===== src/rtl/shift_pkg.sv =====
// Shared encodings for the sequential shifter: shift kinds and FSM states.
package shift_pkg;

   localparam logic [1:0] OP_SLL = 2'b00;
   localparam logic [1:0] OP_SRL = 2'b01;
   localparam logic [1:0] OP_SRA = 2'b10;
   localparam logic [1:0] OP_ROL = 2'b11;

   typedef enum logic [1:0] {
      IDLE  = 2'd0,
      SHIFT = 2'd1,
      DONE  = 2'd2
   } state_t;

endpackage


===== src/rtl/shift1_stage.sv =====
// Single one-bit shift step: moves data by one position according to op and
// reports the bit that leaves the word.
module shift1_stage
   import shift_pkg::*;
#(
   parameter int N = 8
) (
   input  logic [1:0]   op,
   input  logic [N-1:0] data,
   output logic [N-1:0] shifted,
   output logic         out_bit
);

   always_comb begin
      shifted = data;
      out_bit = 1'b0;
      case (op)
         OP_SLL: begin
            shifted = {data[N-2:0], 1'b0};
            out_bit = data[N-1];
         end
         OP_SRL: begin
            shifted = {1'b0, data[N-1:1]};
            out_bit = data[0];
         end
         OP_SRA: begin
            shifted = {data[N-1], data[N-1:1]};
            out_bit = data[0];
         end
         OP_ROL: begin
            shifted = {data[N-2:0], data[N-1]};
            out_bit = data[N-1];
         end
         default: begin
            shifted = data;
            out_bit = 1'b0;
         end
      endcase
   end

endmodule


===== src/rtl/seq_shifter.sv =====
// Multi-cycle shifter: moves the captured operand one bit per clock and
// presents result/carry with a one-cycle done pulse.
module seq_shifter
   import shift_pkg::*;
#(
   parameter int N   = 8,
   parameter int SHW = $clog2(N)
) (
   input  logic           clk,
   input  logic           rst,
   input  logic           start,
   input  logic [1:0]     op,
   input  logic [SHW-1:0] amt,
   input  logic [N-1:0]   A,
   output logic           busy,
   output logic           done,
   output logic [N-1:0]   result,
   output logic           carry
);

   state_t         state;
   state_t         state_next;
   logic [N-1:0]   opnd;
   logic [1:0]     op_r;
   logic [SHW-1:0] cnt;
   logic [N-1:0]   sh_data;
   logic           sh_out;

   shift1_stage #(.N(N)) u_stage (
      .op      (op_r),
      .data    (opnd),
      .shifted (sh_data),
      .out_bit (sh_out)
   );

   always_comb begin
      state_next = state;
      case (state)
         IDLE: begin
            if (start) begin
               state_next = (amt == {SHW{1'b0}}) ? DONE : SHIFT;
            end else begin
               state_next = IDLE;
            end
         end
         SHIFT: begin
            if (cnt == SHW'(1'b1)) begin
               state_next = DONE;
            end else begin
               state_next = SHIFT;
            end
         end
         DONE:    state_next = IDLE;
         default: state_next = IDLE;
      endcase
   end

   // result/carry are written only on the edge that enters DONE
   always_ff @(posedge clk) begin
      if (rst) begin
         state  <= IDLE;
         opnd   <= {N{1'b0}};
         op_r   <= 2'b00;
         cnt    <= {SHW{1'b0}};
         result <= {N{1'b0}};
         carry  <= 1'b0;
      end else begin
         state <= state_next;
         case (state)
            IDLE: begin
               if (start) begin
                  opnd <= A;
                  op_r <= op;
                  cnt  <= amt;
                  if (amt == {SHW{1'b0}}) begin
                     result <= A;
                     carry  <= 1'b0;
                  end
               end
            end
            SHIFT: begin
               opnd <= sh_data;
               cnt  <= cnt - SHW'(1'b1);
               if (cnt == SHW'(1'b1)) begin
                  result <= sh_data;
                  carry  <= sh_out;
               end
            end
            default: begin
            end
         endcase
      end
   end

   assign busy = (state == SHIFT) || (state == DONE);
   assign done = (state == DONE);

endmodule


===== config.mk =====
export PLATFORM = sky130hd
export DESIGN_NAME = seq_shifter
export DESIGN_NICKNAME = d
export VERILOG_FILES = /design/src/rtl/shift_pkg.sv /design/src/rtl/shift1_stage.sv /design/src/rtl/seq_shifter.sv
export SDC_FILE = /design/constraint.sdc
export NUM_CORES = 1
export LEC_CHECK = 0
export ABC_AREA = 0
export CAP_MARGIN = 30
export CELL_PAD_IN_SITES_DETAIL_PLACEMENT = 1
export CELL_PAD_IN_SITES_GLOBAL_PLACEMENT = 2
export CORE_UTILIZATION = 32
export DETAILED_ROUTE_END_ITERATION = 8
export HOLD_SLACK_MARGIN = 0.1
export PLACE_DENSITY = 0.83
export SKIP_LAST_GASP = 1
export SLEW_MARGIN = 20
export SYNTH_ARGS = -nofsm -noshare
export SYNTH_HDL_FRONTEND = slang
export SYNTH_SLANG_ARGS = --single-unit

===== constraint.sdc =====
create_clock -name clk -period 2.8 [get_ports clk]
set_input_delay 0.56 -clock clk [delete_from_list [all_inputs] [get_ports clk]]
set_output_delay 0.56 -clock clk [all_outputs]
set_load 0.01 [all_outputs]

==> impl_metrics.csv, run 1 <==
group,metric,value,unit
synth,synth-edff-count,0,
detailed_routing,drc_errors,0,
power,ir_worst_vdd,198,uV
synth,synth_flop_cell,"dfxtp_1",
detailed_routing,routed_via_density,5.15,
critical_path,cp-start-kind,"input port",
place,place_congestion,0.806,
global_routing,grt_first_pass_wirelength,5400,microns
clock_network,hold_buffers,0,
layout,drive_gt1_share,9.30,%
critical_path,crit_path_end_kind,"flip-flop",
place,preCtsSetupSlack,0.324,ns
critical_path,critPathMaxFanout,13,
timing,max_slew_margin,61.8,%
power,powerDensity,528,nW/um^2
detailed_routing,vias,1132,
clock_network,cts-buffers-inserted,3,
die,dieArea,4240,sq um
layout,nets,198,
critical_path,crit_slowest_cell,"a221oi_4",
critical_path,crit_chain,"clkdlybuf4s50_1, or3_4, a221oi_4, buf_4, a211oi_2",
synth,synth-seq-area-share,37.7,%
timing,finClkSkew,0.00454,ns
critical_path,path_class,"in2reg",
layout,n_antenna_cell,0,
die,ioPinCount,27,
synth,yosysWarnings,0,
detailed_routing,wl_met1,1710,microns
critical_path,slowest_delay,0.57,ns
synth,synth_cell_type_count,27,
clock_network,clockRootBuffer,"clkbuf_8",
die,start_util,34.1,%
timing,rsz0062_at_grt,"false",
critical_path,required,2.95,ns
timing,period_share,77.7,%
synth,synth_nets,171,
global_routing,grt_pass1_vias,1144,
global_routing,antenna_found_initial,0,
timing,fmax,460,MHz
detailed_routing,final_antenna_net_count,0,
die,die-height,65.1,microns
power,p_leak,0.589,nW
die,core_region_area,3740,sq um
clock_network,cts_max_path_buffers,2,
synth,synth_cells,146,
synth,async_flop_share,0,%
power,p_total,0.867,mW
detailed_routing,wl_per_cell,15.1,microns
clock_network,h-tree-depth,1,
place,io_buffers,26,
detailed_routing,route.met2.wl,1510,microns
detailed_routing,wirelength,3330,microns
critical_path,cp_num_buf_inv,2,
place,hpwl,2440,microns
status,status,"finished clean",
clock_network,cts_resized,0,
timing,drv_slew,0,
clock_network,clock-sinks,24,
clock_network,postCtsSetupBuffers,0,
synth,synth_area_per_cell,8.73,sq um
timing,worst_pin_slew,0.573,ns
timing,setup_viol,0,
detailed_routing,top_layer,"met4",
detailed_routing,dr.pass1.iters,4,
timing,finalHoldViolCount,0,
global_routing,grt_max_degree,25,
detailed_routing,drtIter0Drc,24,
clock_network,clk_latency,0.27,ns
synth,ys_ff_latch,24,
worst_hold_path,hold_class,"reg2reg",
die,die_w,65.1,microns
clock_network,cts_tree,"done",
run,cap_violations,0,
die,row_count,22,
global_routing,gr-total-overflow,0,
clock_network,clkTransAtPathRegs,0.09,ns
timing,setup_tns,0,ns
layout,n_fill_cell,455,
detailed_routing,wl_met3,66,microns
synth,synth_area,1270,sq um
timing,finalCriticalPeriod,2.17,ns
layout,synthToLayoutAreaGrowth,28.7,%
global_routing,grtUsageTotal,16.8,%
critical_path,critPathArrivalTime,2.32,ns
timing,fin_ws,0.625,ns
critical_path,critPathTopFamily,"buffers and inverters",
## power breakdown
part           switching [mW]  internal (mW)
Combinational           0.123          0.104
Clock                   0.117          0.126
Sequential             0.0236          0.373
Total                   0.264          0.603
## synthesized netlist by cell type (2+ instances only)
cell	count	area share, %
nor2_1	25	7.4
dfxtp_1	24	38
a211oi_1	10	5.9
ha_1	9	8.8
nand2_1	9	2.6
a21oi_1	8	3.1
a221oi_1	7	4.8
inv_1	7	2.1
nor2b_1	7	3.4
clkbuf_1	5	1.5
o21ai_0	5	2.0
a211oi_2	4	3.9
nand2b_1	4	2.0
mux2i_1	3	2.4
nand3_1	3	1.2
a22oi_1	2	1.2
buf_2	2	0.79
o211ai_1	2	1.2
o22ai_1	2	0.98
## metrics by stage
stage	cells	utilization [%]	instance area (sq um)	hold slack, ns
after floorplan	146	-	1270	0.469
after global placement	216	42.3	1590	0.465
after detailed placement	216	42.3	1590	0.469
after CTS	220	43.8	1640	0.488
after global routing	220	43.8	1640	0.505
final	220	43.8	1640	0.479
## cells by family (layout without fill, tap and decap cells)
group | Yosys count | in the layout | share of synthesized area [%]
mux | 4 | 4 | 3.24
flops | 24 | 24 | 37.7
buf+inv | 16 | 42 | 5.50
fa+ha+maj | 9 | 9 | 8.83
simple gates | 50 | 50 | 18.3
compound gates | 43 | 43 | 26.5
## tightest hold or removal path: stages (launching register included)
cell	delay [ns]
dfxtp_1	0.32
nand2b_1	0.06
a21oi_1	0.06
## final cells by class
cell class	count	area, sq um	share of cell area [%]
clock buffer	4	55.1	3.36
sequential	24	480	29.3
inverter	8	30.0	1.83
timing repair buffer	30	290	17.7
multi-input combinational	106	724	44.2
tap	48	60.1	3.66
## routing by layer
layer,global-route usage (%),up-vias
met3,2.78,5
met1,22.4,542
met2,27.2,12
li1,-,573
met4,5.71,0
met5,0,-
## worst paths after layout
kind	from	endpoint	slack, ns	cells after the start
hold reg to reg	result[7]$_SDFFE_PP0P_	result[7]$_SDFFE_PP0P_	0.48	2
hold / removal	result[7]$_SDFFE_PP0P_	result[7]$_SDFFE_PP0P_	0.48	2
setup / recovery	amt[0]	result[3]$_SDFFE_PP0P_	0.63	5
setup reg to reg	state[1]$_SDFF_PP0_	result[3]$_SDFFE_PP0P_	0.76	6
## cells in the final DEF (no fill, tap or decap), types with 5 or more instances in the layout
| cell | n |
|---|---|
| o21ai_0 | 5 |
| nand2_1 | 9 |
| nor2b_1 | 7 |
| clkdlybuf4s50_1 | 26 |
| a21oi_1 | 8 |
| dfxtp_1 | 24 |
| a221oi_1 | 7 |
| ha_1 | 9 |
| inv_1 | 7 |
| a211oi_1 | 10 |
| nor2_1 | 25 |
## flip-flops by register name, summed over array words and instances, names as in the netlist
name / count
cnt: 3
carry: 1
op_r: 2
state: 2
result: 8
opnd: 8
Note: power is estimated with default switching activity, not from simulation.
==> run 2, diff against run 1 <==
--- a/config.mk
+++ b/config.mk
@@ -9,10 +9,10 @@
 export CAP_MARGIN = 30
 export CELL_PAD_IN_SITES_DETAIL_PLACEMENT = 1
 export CELL_PAD_IN_SITES_GLOBAL_PLACEMENT = 2
-export CORE_UTILIZATION = 32
+export CORE_UTILIZATION = 26
 export DETAILED_ROUTE_END_ITERATION = 8
 export HOLD_SLACK_MARGIN = 0.1
-export PLACE_DENSITY = 0.83
+export PLACE_DENSITY = 0.72
 export SKIP_LAST_GASP = 1
 export SLEW_MARGIN = 20
 export SYNTH_ARGS = -nofsm -noshare
==> constraint.sdc (replaced) <==
create_clock -name clk -period 1.94 [get_ports clk]
set_input_delay 0.388 -clock clk [delete_from_list [all_inputs] [get_ports clk]]
set_output_delay 0.388 -clock clk [all_outputs]
set_load 0.01 [all_outputs]
==> run 2 against run 1 <==
Net effect:
- critical path depth stayed put
- critical endpoint is now result[7]$_SDFFE_PP0P_
- cell count is 13% higher
- largest cell class unchanged
- wire length is 0.69% higher
==> impl_metrics.csv, run 2 (synthesis gave the netlist of run 1 again) <==
group,metric,value,unit
die,row_count,25,
timing,worst_hold_slack,0.473,ns
die,dieArea,5190,sq um
global_routing,grtUsageMet3,3.61,%
detailed_routing,final_antenna_net_count,0,
die,die-height,72.0,microns
place,preCtsSetupSlack,-0.271,ns
clock_network,clkTransAtPathRegs,0.08,ns
timing,period_share,96.2,%
clock_network,h-tree-depth,1,
place,hpwl,2640,microns
global_routing,grt_use_met1,17.3,%
global_routing,use_met2,27.4,%
layout,mostFrequentLayoutCells,"clkdlybuf4s50_1 (25), dfxtp_1 (24), nor2_1 (23), buf_4 (12), a211oi_1 (10)",
layout,n_antenna_cell,0,
critical_path,regToRegSetupSlack,0.18,ns
critical_path,reg2reg_depth,7,
timing,fmax,536,MHz
layout,drive_gt1_share,15.5,%
clock_network,cts_max_path_buffers,2,
global_routing,antenna_found_initial,0,
timing,setup_viol,0,
timing,max_slew_margin,65.5,%
timing,setup_tns,0,ns
power,p_leak,0.649,nW
global_routing,grt_first_pass_wirelength,6000,microns
timing,fin_ws,0.0742,ns
die,ioPinCount,27,
timing,finalCriticalPeriod,1.87,ns
layout,top_regs,"opnd: 8 flops, result: 8 flops, cnt: 3 flops",
critical_path,required,2.15,ns
clock_network,cts_tree,"done",
critical_path,r2r-end,"result[6]$_SDFFE_PP0P_",
critical_path,path_class,"in2reg",
place,place_congestion,0.852,
clock_network,clockRootBuffer,"clkbuf_8",
die,core_region_area,4720,sq um
power,ir_worst_vdd,276,uV
detailed_routing,drtIter0Drc,32,
detailed_routing,wirelength,3350,microns
worst_hold_path,hold_class,"reg2reg",
clock_network,clock-sinks,24,
global_routing,grt_pass1_vias,1281,
global_routing,busiest_layer,"met2",
timing,drv_slew,0,
global_routing,grt_max_degree,25,
global_routing,gr-total-overflow,0,
critical_path,crit_path_end_kind,"flip-flop",
critical_path,startpoint,"amt[0]",
power,powerDensity,726,nW/um^2
critical_path,cp-endpoint,"result[7]$_SDFFE_PP0P_",
run,cap_violations,0,
timing,finClkSkew,0.00307,ns
status,status,"finished clean",
global_routing,grtUsageTotal,14.7,%
layout,layout_commonest_cell,"clkdlybuf4s50_1",
detailed_routing,wl_per_cell,13.5,microns
timing,rsz0062_at_grt,"false",
detailed_routing,dr.pass1.iters,4,
place,io_buffers,26,
clock_network,clk_latency,0.27,ns
critical_path,critPathMaxFanout,3,
timing,worst_pin_slew,0.517,ns
detailed_routing,vias,1190,
critical_path,cp-start-kind,"input port",
critical_path,critPathArrivalTime,2.07,ns
detailed_routing,routed_via_density,4.80,
layout,finish.utilization,37.2,%
die,die_w,72.0,microns
detailed_routing,drc_errors,0,
clock_network,cts-buffers-inserted,3,
die,start_util,27.0,%
layout,nets,207,
layout,synthToLayoutAreaGrowth,37.8,%
timing,finalHoldViolCount,0,
critical_path,r2r-start,"state[0]$_SDFF_PP0_",
run 2: worst min path at each step:
stage	endpoint	from	cells past startpoint	slack [ns]
floorplan	state[1]$_SDFF_PP0_	rst	1	0.46
global placement	result[7]$_SDFFE_PP0P_	result[7]$_SDFFE_PP0P_	2	0.47
global route	result[7]$_SDFFE_PP0P_	result[7]$_SDFFE_PP0P_	2	0.51
finish	result[7]$_SDFFE_PP0P_	result[7]$_SDFFE_PP0P_	2	0.47
detailed placement	result[7]$_SDFFE_PP0P_	result[7]$_SDFFE_PP0P_	2	0.47
CTS	result[7]$_SDFFE_PP0P_	result[7]$_SDFFE_PP0P_	2	0.48
run 2: layout make-up:
| cell class | instances | area, sq um |
|---|---|---|
| clock buffer | 4 | 55.1 |
| multi-input combinational | 106 | 734 |
| fill | 563 | 2970 |
| inverter | 8 | 30.0 |
| sequential | 24 | 480 |
| tap | 67 | 83.8 |
| timing repair buffer | 39 | 373 |
run 2: stage by stage:
step | area [sq um] | cells | total power, mW
floorplan | 1270 | 146 | 0.786
global placement | 1690 | 244 | 0.929
detailed placement | 1690 | 244 | 0.942
CTS | 1740 | 248 | 1.29
global route | 1760 | 248 | 1.37
finish | 1760 | 248 | 1.28
run 2: worst max-delay path, cell delays in order:
cell and delay [ns]:
clkdlybuf4s50_1 0.45, or4b_2 0.70, a22oi_2 0.26, nand3_1 0.15
a21oi_1 0.13
run 2: where the power goes:
group | internal (mW) | total [mW] | switching [mW]
logic | 0.173 | 0.358 | 0.185
registers | 0.538 | 0.572 | 0.0336
clock network | 0.181 | 0.347 | 0.165
total | 0.892 | 1.28 | 0.384
run 2: layer usage:
layer  vias up  share of wire, %
met5         -                 0
met2        23                52
met1       572                44
met4         0              0.60
met3         5               3.8
li1        590                 -
run 2: repair_timing:
action / CTS / global route
gates resized for setup: 0 / 4
setup endpoints to repair: 0 / 10
hold buffers: 0 / 0
setup buffers: 0 / 0
endpoints found under the hold margin: 0 / 0
==> run 3, diff against run 2 <==
--- a/config.mk
+++ b/config.mk
@@ -5,14 +5,14 @@
 export SDC_FILE = /design/constraint.sdc
 export NUM_CORES = 1
 export LEC_CHECK = 0
-export ABC_AREA = 0
+export ABC_AREA = 1
 export CAP_MARGIN = 30
 export CELL_PAD_IN_SITES_DETAIL_PLACEMENT = 1
 export CELL_PAD_IN_SITES_GLOBAL_PLACEMENT = 2
-export CORE_UTILIZATION = 26
+export CORE_UTILIZATION = 25
 export DETAILED_ROUTE_END_ITERATION = 8
 export HOLD_SLACK_MARGIN = 0.1
-export PLACE_DENSITY = 0.72
+export PLACE_DENSITY = 0.74
 export SKIP_LAST_GASP = 1
 export SLEW_MARGIN = 20
 export SYNTH_ARGS = -nofsm -noshare
==> run 3 against run 2 <==
Net effect:
- clock skew rose by 0.0047 ns
- via count rose by 13%
- largest cell class unchanged
- highest routed layer unchanged
- critical endpoint is now busy
- non-clock buffer count fell by 9
==> impl_metrics.csv, run 3 <==
group,metric,value,unit
critical_path,slowest_delay,0.52,ns
critical_path,regToRegSetupSlack,0.25,ns
power,seqPwrFrac,42.0,%
synth,async_flop_share,0,%
global_routing,antenna_found_initial,0,
timing,setup_viol,0,
global_routing,grt_pass1_vias,1386,
layout,nets,265,
critical_path,cp_num_buf_inv,2,
power,pwr-share-clk,24.5,%
synth,synth_area_leader_cell,"dfxtp_1",
critical_path,path_class,"reg2out",
global_routing,gr-total-overflow,0,
layout,top_regs,"opnd: 8 flops, result: 8 flops, cnt: 3 flops",
layout,n_antenna_cell,0,
synth,synth-simple-area-share,30.5,%
layout,synthToLayoutAreaGrowth,29.1,%
synth,synth_top_family_by_area,"simple AND/OR/NAND/NOR gates",
clock_network,postCtsSetupBuffers,0,
place,postPlaceCellArea,1760,sq um
clock_network,h-tree-depth,1,
worst_hold_path,hp-start,"cnt[2]$_SDFFE_PP0P_",
global_routing,grt_max_degree,22,
die,dieArea,5920,sq um
clock_network,cts_tree,"done",
clock_network,clock-sinks,24,
synth,synth_area,1400,sq um
critical_path,crit_slowest_cell,"clkdlybuf4s50_1",
detailed_routing,final_antenna_net_count,0,
status,status,"finished clean",
synth,synth_cell_type_count,23,
synth,synthAdderAreaFrac,8.02,%
power,pwr-share-comb,33.5,%
detailed_routing,dr.pass1.iters,3,
timing,finalHoldViolCount,0,
layout,mostFrequentLayoutCells,"nand2_1 (58), inv_1 (29), clkdlybuf4s50_1 (26), dfxtp_1 (24), nor2_1 (20)",
worst_hold_path,hold_path_end,"cnt[2]$_SDFFE_PP0P_",
critical_path,crit_path_end_kind,"output pin",
synth,synth_xor_area_share,0,%
detailed_routing,wirelength,3580,microns
clock_network,cts_resized,0,
detailed_routing,drc_errors,0,
synth,yosysMostFrequentCell,"nand2_1",
synth,ys_ff_latch,24,
power,p_int,0.949,mW
layout,final_design_area_no_fill,1810,sq um
synth,synth-edff-count,0,
synth,synth_flop_cell,"dfxtp_1",
synth,yosysTopAreaCellShare,34.2,%
critical_path,r2r-start,"state[0]$_SDFF_PP0_",
timing,period_share,95.8,%
synth,yosysWarnings,0,
die,ioPinCount,27,
global_routing,grt_first_pass_wirelength,6420,microns
clock_network,clk_latency,0.27,ns
critical_path,reg2reg_depth,6,
synth,synth_cells,212,
clock_network,cts_max_path_buffers,2,
timing,drv_slew,0,
synth,synth_commonest_cells,"nand2_1 (58), inv_1 (29), dfxtp_1 (24), nor2_1 (20), a21oi_1 (19)",
detailed_routing,vias,1348,
timing,worst_pin_slew,0.660,ns
power,sw_frac_of_total,33.3,%
critical_path,critPathArrivalTime,1.47,ns
synth,synth_area_per_cell,6.62,sq um
synth,synth_nets,237,
die,die-height,76.9,microns
timing,max_slew_margin,56.0,%
power,p_sw,0.473,mW
place,hpwl,2730,microns
critical_path,crit_chain,"inv_1, ha_1, clkdlybuf4s50_1",
run,cap_violations,0,
detailed_routing,routed_via_density,4.36,
clock_network,clockRootBuffer,"clkbuf_8",
place,io_buffers,26,
global_routing,grtUsageTotal,13.5,%
power,powerDensity,785,nW/um^2
power,ir_worst_vdd,315,uV
critical_path,required,1.55,ns
detailed_routing,drtIter0Drc,53,
die,row_count,26,
clock_network,hold_buffers,0,
critical_path,cp-start-kind,"flip-flop",
layout,drive_gt1_share,8.37,%
worst_hold_path,hold_class,"reg2reg",
timing,finalCriticalPeriod,1.86,ns
clock_network,clkTransAtPathRegs,0.09,ns
critical_path,critPathMaxFanout,2,
synth,synth_area_leaders,"dfxtp_1 (34%), nand2_1 (16%), ha_1 (8.0%), inv_1 (7.8%), a21oi_1 (6.8%)",
synth,synth_compound_area_share,15.5,%
clock_network,cts-buffers-inserted,3,
power,p_leak,0.803,nW
worst_hold_path,hold_depth,2,
place,place_congestion,0.720,
die,core_region_area,5270,sq um
synth,yosys-mux-area-fraction,0,%
synth,synth-seq-area-share,34.2,%
timing,rsz0062_at_grt,"false",
timing,setup_tns,0,ns
timing,fmax,538,MHz
die,die_w,76.9,microns
die,start_util,26.6,%
timing,finClkSkew,0.00778,ns
critical_path,r2r-end,"cnt[2]$_SDFFE_PP0P_",
detailed_routing,wl_per_cell,11.6,microns
critical_path,critPathTopFamily,"buffers and inverters",
layout,layout_commonest_cell,"nand2_1",
run 3: changes by cell type after synthesis, sizes merged, moves of 8 or more:
cell    before  now
a211oi      14    0
a21oi        8   21
a221oi       8    0
inv          7   31
nand2        9   59
nand3        3   15
o21ai        5   16
run 3: cell type report:
type / instances / area [sq um]
flip-flops and latches: 24 / 480
fillers: 688 / 3460
multi-input cells: 150 / 758
inverters: 31 / 116
repair buffers: 30 / 315
clock buffers: 4 / 55.1
well taps: 70 / 87.6
run 3: cells by family after synthesis:
| family | count (synthesis) |
|---|---|
| AO/OA/AOI/OAI | 39 |
| adder cells (fa/ha/maj) | 9 |
| buffers and inverters | 38 |
| flip-flops | 24 |
| AND/OR/NAND/NOR | 102 |
run 3: power by group through the flow:
stage	sequential, mW	combinational [mW]	clock (mW)
after detailed placement	0.610	0.486	0
after global routing	0.607	0.544	0.391
after floorplan	0.613	0.299	0
after global placement	0.608	0.484	0
final	0.598	0.476	0.349
after CTS	0.599	0.488	0.364
run 3: how the worst max path moves through the flow:
stage	from	endpoint	slack, ns	depth (start not counted)
after global routing	state[1]$_SDFF_PP0_	busy	0.02	3
after floorplan	state[1]$_SDFF_PP0_	result[1]$_SDFFE_PP0P_	0.55	8
after CTS	state[0]$_SDFF_PP0_	busy	0.07	3
after global placement	start	cnt[2]$_SDFFE_PP0P_	0.12	6
after detailed placement	start	cnt[2]$_SDFFE_PP0P_	0.09	6
final	state[0]$_SDFF_PP0_	busy	0.08	3
run 3: metal layers:
layer | part of all wire [%] | vias up | routed length (microns) | GRT usage [%]
met5 | 0 | - | 0 | 0
met4 | 0.56 | 0 | 20 | 2.31
met1 | 47 | 612 | 1670 | 16.2
met2 | 50 | 20 | 1790 | 25.0
met3 | 2.8 | 2 | 99 | 2.50
li1 | - | 714 | - | -
run 3: worst min-delay path: stages, from the launching register on:
cell and delay [ns]:
dfxtp_1 0.32, nand2_1 0.07, a21oi_2 0.04
run 3: stage by stage:
stage / setup slack [ns] / cells / hold WS, ns / total power, mW / utilization (%)
2_1_floorplan: 0.551 / 212 / 0.441 / 0.912 / -
3_3_place_gp: 0.117 / 305 / 0.465 / 1.09 / 33.4
3_5_place_dp: 0.0869 / 305 / 0.463 / 1.10 / 33.4
4_1_cts: 0.0676 / 309 / 0.479 / 1.45 / 34.4
5_1_grt: 0.0176 / 309 / 0.501 / 1.54 / 34.4
6_report: 0.0810 / 309 / 0.478 / 1.42 / 34.4
